File: src/rtl/id_ex_fwd_pipe.sv
// Decode-to-execute pipeline stage: resolves rs1/rs2 against prioritised forwarding sources,
// detects use-before-ready hazards and holds the ID/EX register behind a valid/ready handshake.
module id_ex_fwd_pipe #(
  parameter int XLEN      = 32,
  parameter int RA_W      = 5,
  parameter int NUM_FWD   = 3,
  parameter int CTRL_W    = 10,
  parameter int CNT_W     = 8,
  parameter int MAX_STALL = 16
) (
  input  logic                    clk_i,
  input  logic                    rst_i,
  input  logic                    in_valid_i,
  output logic                    in_ready_o,
  input  logic [RA_W-1:0]         rs1_i,
  input  logic [RA_W-1:0]         rs2_i,
  input  logic [RA_W-1:0]         rd_i,
  input  logic [CTRL_W-1:0]       ctrl_i,
  input  logic [XLEN-1:0]         rf_op1_i,
  input  logic [XLEN-1:0]         rf_op2_i,
  input  logic [XLEN-1:0]         imm_i,
  input  logic [XLEN-1:0]         pc_plus4_i,
  input  logic [NUM_FWD-1:0]      fwd_valid_i,
  input  logic [NUM_FWD-1:0]      fwd_pending_i,
  input  logic [NUM_FWD*RA_W-1:0] fwd_rd_i,
  input  logic [NUM_FWD*XLEN-1:0] fwd_data_i,
  input  logic                    flush_i,
  input  logic                    out_ready_i,
  output logic [XLEN-1:0]         fwd_op1_o,
  output logic [XLEN-1:0]         fwd_op2_o,
  output logic                    hazard_o,
  output logic                    out_valid_o,
  output logic [CTRL_W-1:0]       ctrl_o,
  output logic [XLEN-1:0]         op1_o,
  output logic [XLEN-1:0]         op2_o,
  output logic [XLEN-1:0]         imm_o,
  output logic [XLEN-1:0]         pc_plus4_o,
  output logic [RA_W-1:0]         rs1_o,
  output logic [RA_W-1:0]         rs2_o,
  output logic [RA_W-1:0]         rd_o,
  output logic [CNT_W-1:0]        stall_cnt_o,
  output logic                    stall_timeout_o
);

  localparam int RUN_W = $clog2(MAX_STALL + 1);
  localparam logic [CNT_W-1:0] CNT_MAX = {CNT_W{1'b1}};
  localparam logic [RUN_W-1:0] RUN_MAX = RUN_W'(MAX_STALL);

  // Returns {pending, data} of the lowest-index matching source; x0 never forwards.
  function automatic logic [XLEN:0] resolve(
    input logic [RA_W-1:0]         rs,
    input logic [XLEN-1:0]         rf,
    input logic [NUM_FWD-1:0]      vld,
    input logic [NUM_FWD-1:0]      pnd,
    input logic [NUM_FWD*RA_W-1:0] rds,
    input logic [NUM_FWD*XLEN-1:0] dat
  );
    logic [XLEN:0] res;
    logic          hit;
    res = {1'b0, rf};
    hit = 1'b0;
    for (int k = 0; k < NUM_FWD; k++) begin
      if (!hit && vld[k] && (rds[k*RA_W +: RA_W] == rs) && (rs != '0)) begin
        hit = 1'b1;
        res = {pnd[k], dat[k*XLEN +: XLEN]};
      end
    end
    return res;
  endfunction

  logic [XLEN:0]      res1_s, res2_s;
  logic               load_en_s;
  logic               valid_q;
  logic [CTRL_W-1:0]  ctrl_q;
  logic [XLEN-1:0]    op1_q, op2_q, imm_q, pc_q;
  logic [RA_W-1:0]    rs1_q, rs2_q, rd_q;
  logic [CNT_W-1:0]   cnt_q, cnt_d;
  logic [RUN_W-1:0]   run_q, run_d;
  logic               to_q, to_d;

  always_comb begin
    res1_s     = resolve(rs1_i, rf_op1_i, fwd_valid_i, fwd_pending_i, fwd_rd_i, fwd_data_i);
    res2_s     = resolve(rs2_i, rf_op2_i, fwd_valid_i, fwd_pending_i, fwd_rd_i, fwd_data_i);
    fwd_op1_o  = res1_s[XLEN-1:0];
    fwd_op2_o  = res2_s[XLEN-1:0];
    hazard_o   = in_valid_i && (res1_s[XLEN] || res2_s[XLEN]);
    load_en_s  = out_ready_i || !valid_q;
    in_ready_o = load_en_s && (!hazard_o || flush_i);
  end

  // A flushed hazard cycle is not a stall: the instruction is being killed anyway.
  always_comb begin
    cnt_d = cnt_q;
    run_d = run_q;
    to_d  = to_q;
    if (hazard_o && !flush_i) begin
      if (cnt_q != CNT_MAX) cnt_d = cnt_q + CNT_W'(1);
      if (run_q != RUN_MAX) run_d = run_q + RUN_W'(1);
      if (run_d == RUN_MAX) to_d = 1'b1;
    end else begin
      run_d = '0;
    end
  end

  always_ff @(posedge clk_i) begin
    if (rst_i) begin
      valid_q <= 1'b0;
      ctrl_q  <= '0;
      op1_q   <= '0;
      op2_q   <= '0;
      imm_q   <= '0;
      pc_q    <= '0;
      rs1_q   <= '0;
      rs2_q   <= '0;
      rd_q    <= '0;
      cnt_q   <= '0;
      run_q   <= '0;
      to_q    <= 1'b0;
    end else begin
      cnt_q <= cnt_d;
      run_q <= run_d;
      to_q  <= to_d;
      if (load_en_s && !flush_i && in_valid_i && !hazard_o) begin
        valid_q <= 1'b1;
        ctrl_q  <= ctrl_i;
        op1_q   <= fwd_op1_o;
        op2_q   <= fwd_op2_o;
        imm_q   <= imm_i;
        pc_q    <= pc_plus4_i;
        rs1_q   <= rs1_i;
        rs2_q   <= rs2_i;
        rd_q    <= rd_i;
      end else if (load_en_s || flush_i) begin
        // Flush or bubble; data fields keep their old (don't-care) values.
        valid_q <= 1'b0;
        ctrl_q  <= '0;
      end
    end
  end

  assign out_valid_o     = valid_q;
  assign ctrl_o          = ctrl_q;
  assign op1_o           = op1_q;
  assign op2_o           = op2_q;
  assign imm_o           = imm_q;
  assign pc_plus4_o      = pc_q;
  assign rs1_o           = rs1_q;
  assign rs2_o           = rs2_q;
  assign rd_o            = rd_q;
  assign stall_cnt_o     = cnt_q;
  assign stall_timeout_o = to_q;

endmodule

File: config.mk
export PLATFORM = sky130hd
export DESIGN_NAME = id_ex_fwd_pipe
export DESIGN_NICKNAME = d
export VERILOG_FILES = /design/src/rtl/id_ex_fwd_pipe.sv
export SDC_FILE = /design/constraint.sdc
export NUM_CORES = 1
export LEC_CHECK = 0
export CAP_MARGIN = 0
export CORE_AREA = 2 2 197 199
export CTS_CLUSTER_SIZE = 12
export DETAILED_ROUTE_END_ITERATION = 8
export DIE_AREA = 0 0 199 201
export GPL_TIMING_DRIVEN = 0
export HOLD_SLACK_MARGIN = 0.1
export SLEW_MARGIN = 0
export SYNTH_ARGS = -nofsm -noshare
export SYNTH_HDL_FRONTEND = slang
export SYNTH_SLANG_ARGS = --single-unit
File: constraint.sdc
create_clock -name clk_i -period 3.5 [get_ports clk_i]
set_clock_uncertainty 0.2 [all_clocks]
set_input_delay 0.525 -clock clk_i [delete_from_list [all_inputs] [get_ports clk_i]]
set_output_delay 0.525 -clock clk_i [all_outputs]
set_load 0.1 [all_outputs]
==> qor.csv, run 1 <==
stage,metric,value,unit
synthesis,Synth top area share,0.401,
synthesis,Seq cells post-synth,168,
floorplanning,FP Rows,72,
sta,Rel. slew slack,0.256,
worst_setup_path,"Data arrival, critical path",2730,ps
route,drt drc,0,
floorplanning,effective utilization at floorplan,0.220,
power_and_ir_drop,Power Density,417,nW/um2
synthesis,"Cell Area, Synth",8380,um2
finish,most frequent cells in the layout,"410 x clkdlybuf4s50_1, 289 x nand2_1, 168 x dfxtp_1, 148 x a21oi_1, 83 x nor2_1",
placed_design,GP Congestion,0.905,
worst_setup_path,Crit-path slowest cell,or4_4,
power_and_ir_drop,leakage power,5.89,nW
finish,"commonest non-fill, non-tap cell in the layout",clkdlybuf4s50_1,
sta,FMAX,290,MHz
sta,RSZ-0062 raised after global routing,false,
synthesis,top_reg_cell synth,dfxtp_1,
placed_design,DP Worst Slack,-2380,ps
sta,Pins Over Slew Limit,0,
route,drt via density,4.66,
worst_setup_path,Slowest Stage Delay on Critical Path,480,ps
route,WL/cell,20.8,um
synthesis,Mapped Nets,1362,
clock_tree,level count of the clock H-tree,4,
worst_setup_path,Worst Path Max Fanout,10,
floorplanning,die width,199,um
sta,setup ws final,48.8,ps
grt,largest net degree at the start of global routing,18,
route,top layer in use,met4,
route,routed length on met1,18.2,mm
grt,Total Routing Usage GR,0.218,
sta,Final Hold Vio Count,0,
synthesis,fraction of registers with async set/reset,0,
synthesis,Synth cell types,41,
synthesis,sequential share of the synthesized area,0.401,
route,WL final,45.0,mm
sta,Slew @ Worst Pin,1110,ps
finish,Finished Cell Area,15800,um2
synthesis,Post-synth EDFFs,0,
floorplanning,full die area,40000,um2
sta,endpoints failing setup,0,
grt,number of global-route vias before repair,10190,
clock_tree,CTS buffer count,17,
route,DR pass1 iterations,6,
route,Routed met3 length,3.04,mm
clock_tree,TritonCTS Sinks,168,
run,maxcap violations,0,
synthesis,Synth warnings,0,
finish,final core utilization,0.415,
worst_setup_path,Worst Path Required,2770,ps
synthesis,cell taking the most area after synthesis,dfxtp_1,
grt,global-route wire length before repair,64.9,mm
synthesis,"top cells by area, synth","dfxtp_1 40%, nand2_1 13%, a21oi_1 8.9%, mux2i_1 7.8%, a211oi_1 5.9%",
clock_tree,clk buf depth,2,
route,Via Count,10061,
clock_tree,CTS root buf,clkbuf_16,
sta,Final min period,3450,ps
synthesis,Syn Inst Count,1084,
route,Initial DRC Count,468,
clock_tree,Skew-Pair Late Insertion Delay,450,ps
status,status,"complete, no violations",
sta,fin crit share,0.986,
clock_tree,CTS tree,yes,
worst_setup_path,CP Capture Type,output port,
clock_tree,Clock transition at path regs,70,ps
placed_design,Final HPWL DP,35.9,mm
placed_design,Placed Area,14100,um2
route,Final ANT Viol Nets,0,
finish,share of cells above drive strength 1,0.183,
floorplanning,io pins,504,
floorplanning,die height,201,um
finish,Syn-to-layout area delta,88.9,%
worst_setup_path,WS Path Type,in -> out,
grt,Congestion Overflow GR,0,
worst_setup_path,crit start category,input port,
worst_setup_path,critical-path cell list,clkdlybuf4s15_2 -> xnor2_2 -> nand4_1 -> or4_4 -> clkbuf_4 -> clkbuf_2 -> a211oi_1 -> a21o_2 -> buf_8,
power_and_ir_drop,peak supply drop,0.344,mV
floorplanning,core area,38100,um2
route,routed wl met2,22.9,mm
grt,initial antenna violation count,3,
placed_design,port bufs,501,
finish,# nets final,1907,
synthesis,Syn Area/Cell,7.73,um2
worst_hold_path,Hold Crit Class,in -> reg,
final cells by class:
class,count,area [um2]
plain buffers,86,622
multi-input cells,826,4930
fillers,3888,22300
inverters,3,11.3
repair buffers,527,5640
flip-flops and latches,168,3360
clock inverters,14,180
diodes,1,2.50
clock buffers,17,425
well taps,518,648
path summary, 6_finish.rpt:
check | cells after the start | startpoint | endpoint | slack (ps)
min | 3 | rs1_i[0] | rs1_o[0] | 170
max | 9 | fwd_rd_i[4] | fwd_op1_o[27] | 50
max reg2reg | 6 | out_valid_o | op2_o[29] | 1280
min reg2reg | 2 | pc_plus4_o[18] | pc_plus4_o[18] | 250
cells by family after synthesis:
group,Yosys count,share of synthesized area
xor+xnor,34,0.0355
compound gates,306,0.229
flops,168,0.401
mux,66,0.0790
buf+inv,90,0.0481
fa+ha+maj,3,0.00448
simple gates,417,0.202
routing by layer:
layer,track usage,vias up
met5,0,-
met4,0.0600,0
met3,0.0586,52
met2,0.396,387
met1,0.247,4809
li1,-,4813
critical path, delay by kind of cell:
family,cells,cell delay (ps)
compound gates,2,490
xor+xnor,1,160
buf+inv,4,930
simple gates,2,610
flip-flops by register name, summed over array words and instances, names as in the netlist:
| name | count |
|---|---|
| rd_o | 5 |
| rs1_o | 5 |
| rs2_o | 5 |
| imm_o | 32 |
| out_valid_o | 1 |
| ctrl_o | 10 |
| op2_o | 32 |
| stall_timeout_o | 1 |
| stall_cnt_o | 8 |
| op1_o | 32 |
| pc_plus4_o | 32 |
| run_q | 5 |
cell usage after synthesis, types with 3 or more instances:
library cell  number
buf_1             13
mux2i_1           65
ha_1               3
a21boi_0           3
or4_1              8
a211oi_1          66
xnor2_1           19
buf_4              7
a21oi_1          149
nand4_1            7
nor2_1            87
buf_2             25
a21o_1            66
clkbuf_1          41
nor3_1             6
a22oi_1           10
dfxtp_1          168
nand2_1          289
xor2_1            15
inv_1              3
nand3_1            6
through the flow:
| stage | TNS [ps] | hold WS (ps) | std cells | power (mW) |
|---|---|---|---|---|
| 6_report | 0 | 169 | 2160 | 6.60 |
| 5_1_grt | 0 | 162 | 2160 | 6.82 |
| 4_1_cts | -30.5 | 137 | 2150 | 6.60 |
| 3_5_place_dp | -356350 | 246 | 2104 | 4.47 |
| 3_3_place_gp | -373710 | 242 | 2103 | 4.46 |
| 2_1_floorplan | 0 | 344 | 1084 | 3.63 |
power by group:
part	leakage (nW)	switching, mW	total (mW)	internal, mW
clock network	0.297	0.941	2.02	1.08
registers	1.37	0.0482	2.05	2.00
logic	4.22	1.70	2.53	0.831
what timing repair did:
action,in CTS,in global routing
gates resized for setup,664,89
gates cloned,3,2
pin swaps,15,5
setup buffers,12,8
endpoints found under the setup margin,227,65
hold buffers,0,0
(Power assumes the default switching activity.)
==> run 2, diff against run 1 <==
--- a/config.mk
+++ b/config.mk
@@ -5,11 +5,13 @@
 export SDC_FILE = /design/constraint.sdc
 export NUM_CORES = 1
 export LEC_CHECK = 0
+export ABC_AREA = 1
+export ABC_CLOCK_PERIOD_IN_PS = 3500
 export CAP_MARGIN = 0
-export CORE_AREA = 2 2 197 199
+export CORE_AREA = 2 2 198 200
 export CTS_CLUSTER_SIZE = 12
 export DETAILED_ROUTE_END_ITERATION = 8
-export DIE_AREA = 0 0 199 201
+export DIE_AREA = 0 0 200 202
 export GPL_TIMING_DRIVEN = 0
 export HOLD_SLACK_MARGIN = 0.1
 export SLEW_MARGIN = 0
==> run 2 against run 1 <==
Net effect: cell count up 20%; count of clock-buffer cells in the layout up 3; synthesized cell count up 40%; clock power about the same; global-route usage up 2.6 points; critical endpoint is now fwd_op1_o[31].
==> qor.csv, run 2 <==
stage,metric,value,unit
grt,Congestion Overflow GR,0,
worst_setup_path,CP Capture Type,output port,
sta,Final min period,3410,ps
sta,fin crit share,0.975,
floorplanning,core area,38300,um2
grt,number of global-route vias before repair,11996,
route,Via Count,12311,
worst_setup_path,FF-to-FF setup slack,1140,ps
power_and_ir_drop,peak supply drop,0.335,mV
synthesis,most numerous cell in the Yosys netlist,nand2_1,
clock_tree,level count of the clock H-tree,4,
clock_tree,CTS root buf,clkbuf_16,
synthesis,Synth cell types,25,
finish,Finished Cell Area,16900,um2
synthesis,Post-synth EDFFs,0,
worst_setup_path,crit start category,input port,
clock_tree,Clock transition at path regs,70,ps
power_and_ir_drop,leakage power,7.22,nW
synthesis,Mapped Nets,1795,
sta,Rel. slew slack,0.292,
clock_tree,CTS Hold Buffers Added,0,
worst_hold_path,Hold Crit Endpoint,imm_o[8],
grt,global-route wire length before repair,73.2,mm
worst_setup_path,"Data arrival, critical path",2690,ps
synthesis,Seq cells post-synth,168,
route,top layer in use,met5,
sta,RSZ-0062 raised after global routing,true,
floorplanning,effective utilization at floorplan,0.245,
route,drt via density,4.74,
synthesis,top_reg_cell synth,dfxtp_1,
floorplanning,die height,202,um
route,Final ANT Viol Nets,0,
run,maxcap violations,0,
grt,largest net degree at the start of global routing,19,
route,Routed met3 length,4.55,mm
worst_hold_path,HP Start,imm_o[8],
synthesis,Synth top area share,0.358,
placed_design,Final HPWL DP,40.2,mm
finish,"commonest non-fill, non-tap cell in the layout",nand2_1,
synthesis,Synth warnings,0,
route,DR pass1 iterations,5,
floorplanning,FP Rows,72,
synthesis,cell taking the most area after synthesis,dfxtp_1,
synthesis,fraction of registers with async set/reset,0,
route,routed length on met1,19.5,mm
synthesis,"Cell Area, Synth",9390,um2
clock_tree,TritonCTS Sinks,168,
sta,Pins Over Slew Limit,0,
placed_design,Placed Area,15300,um2
sta,FMAX,293,MHz
floorplanning,die width,200,um
synthesis,sequential share of the synthesized area,0.358,
worst_setup_path,worst-case reg-to-reg path depth,8,
floorplanning,full die area,40400,um2
grt,initial antenna violation count,13,
synthesis,"top cells by area, synth","dfxtp_1 36%, nand2_1 18%, nand3_1 9.1%, nor2_1 8.2%, inv_1 5.8%",
grt,Total Routing Usage GR,0.244,
clock_tree,Skew-Pair Late Insertion Delay,450,ps
finish,Syn-to-layout area delta,80.1,%
clock_tree,CTS tree,yes,
status,status,"complete, no violations",
finish,# nets final,2332,
sta,WHS,264,ps
worst_setup_path,Worst Path Required,2770,ps
sta,endpoints failing setup,0,
finish,Layout fillers,3965,
sta,Final Hold Vio Count,0,
synthesis,Syn Area/Cell,6.19,um2
clock_tree,CTS buffer count,17,
route,WL/cell,19.8,um
finish,most frequent cells in the layout,"453 x nand2_1, 422 x clkdlybuf4s50_1, 195 x nor2_1, 169 x nand3_1, 168 x dfxtp_1",
power_and_ir_drop,Tot Pwr,7.08,mW
route,routed wl met2,25.3,mm
placed_design,GP Congestion,0.942,
worst_setup_path,Reg2Reg Launch Point,out_valid_o,
power_and_ir_drop,Power Density,418,nW/um2
worst_hold_path,Hold Crit Class,reg -> reg,
synthesis,Syn Inst Count,1517,
worst_setup_path,Reg-to-Reg End,imm_o[26],
clock_tree,clk buf depth,2,
sta,Slew @ Worst Pin,1060,ps
worst_hold_path,hold-critical path depth,2,
finish,share of cells above drive strength 1,0.123,
route,WL final,51.3,mm
worst_setup_path,WS Path Type,in -> out,
placed_design,port bufs,502,
floorplanning,io pins,504,
worst_setup_path,Worst Path Max Fanout,10,
synthesis,Post-synth top cells,"455 x nand2_1, 205 x nor2_1, 171 x nand3_1, 168 x dfxtp_1, 144 x inv_1",
route,drt drc,0,
route,Initial DRC Count,613,
==> run 2: cell types whose count changed after synthesis, moves of 31 or more <==
cell and change:
a211oi_1 -66, a31oi_1 +32, nor2_1 +118, inv_1 +141, nand2_1 +166, a21o_1 -66
nand3_1 +165, o21ai_0 +65, o22a_1 +31, a21oi_1 -52, mux2i_1 -65
==> run 2: through the flow <==
| stage | setup TNS, ps | setup WS (ps) | util | instances |
|---|---|---|---|---|
| floorplan | 0 | 42.4 | - | 1517 |
| global placement | -143450 | -1630 | 0.399 | 2537 |
| detailed placement | -114800 | -1690 | 0.399 | 2538 |
| CTS | -16.3 | -16.3 | 0.425 | 2573 |
| global route | -25.5 | -10.5 | 0.442 | 2596 |
| finish | 0 | 86.4 | 0.442 | 2596 |
==> run 2: report_power, final <==
group	switching, mW	leakage (nW)	internal, mW
Sequential	0.0603	1.38	2.02
Combinational	2.04	5.55	0.916
Clock	0.926	0.297	1.12
Total	3.02	7.22	4.05
==> run 2: metal layers <==
| layer | vias up | GRT usage |
|---|---|---|
| met3 | 97 | 0.0677 |
| li1 | 5926 | - |
| met1 | 5690 | 0.270 |
| met5 | - | 0 |
| met2 | 596 | 0.434 |
| met4 | 2 | 0.101 |
==> run 2: area by class of cell <==
cell class / instances / area, um2 / share of cell area
well taps: 518 / 648 / 0.0383
clock inverters: 12 / 151 / 0.00895
inverters: 151 / 572 / 0.0338
clock buffers: 20 / 457 / 0.0270
multi-input cells: 1095 / 5450 / 0.323
diodes: 11 / 27.5 / 0.00163
repair buffers: 520 / 5520 / 0.326
flip-flops and latches: 168 / 3360 / 0.199
plain buffers: 101 / 717 / 0.0424
==> run 2: critical path: stages <==
cell	delay (ps)
clkdlybuf4s50_1	520
inv_1	70
nand2_1	60
nand3_1	100
nor2_4	160
nand2_4	110
buf_8	160
clkbuf_8	170
o21ai_0	150
nand2_1	100
a31oi_4	320
buf_12	220
==> run 2: kinds of logic after synthesis <==
logic type | synth area share
buffers and inverters | 0.120
AND/OR/NAND/NOR | 0.367
AO/OA/AOI/OAI | 0.140
adder cells (fa/ha/maj) | 0.00400
flip-flops | 0.358
XOR/XNOR | 0.0103
==> run 2: timing repair <==
item | in CTS | in global routing
pin swaps | 5 | 17
gates resized for setup | 551 | 137
buffers inserted | 4 | 12
gates cloned | 0 | 1
setup endpoints to repair | 66 | 66
==> run 2: how the worst max path moves through the flow <==
stage,start,slack [ps],endpoint
6_report,fwd_rd_i[3],90,fwd_op1_o[31]
5_1_grt,rs1_i[4],-10,fwd_op1_o[4]
4_1_cts,rs1_i[4],-20,fwd_op1_o[31]
3_5_place_dp,rs1_i[4],-1690,fwd_op1_o[31]
3_3_place_gp,rs1_i[2],-1630,fwd_op1_o[31]
2_1_floorplan,rs2_i[3],40,in_ready_o
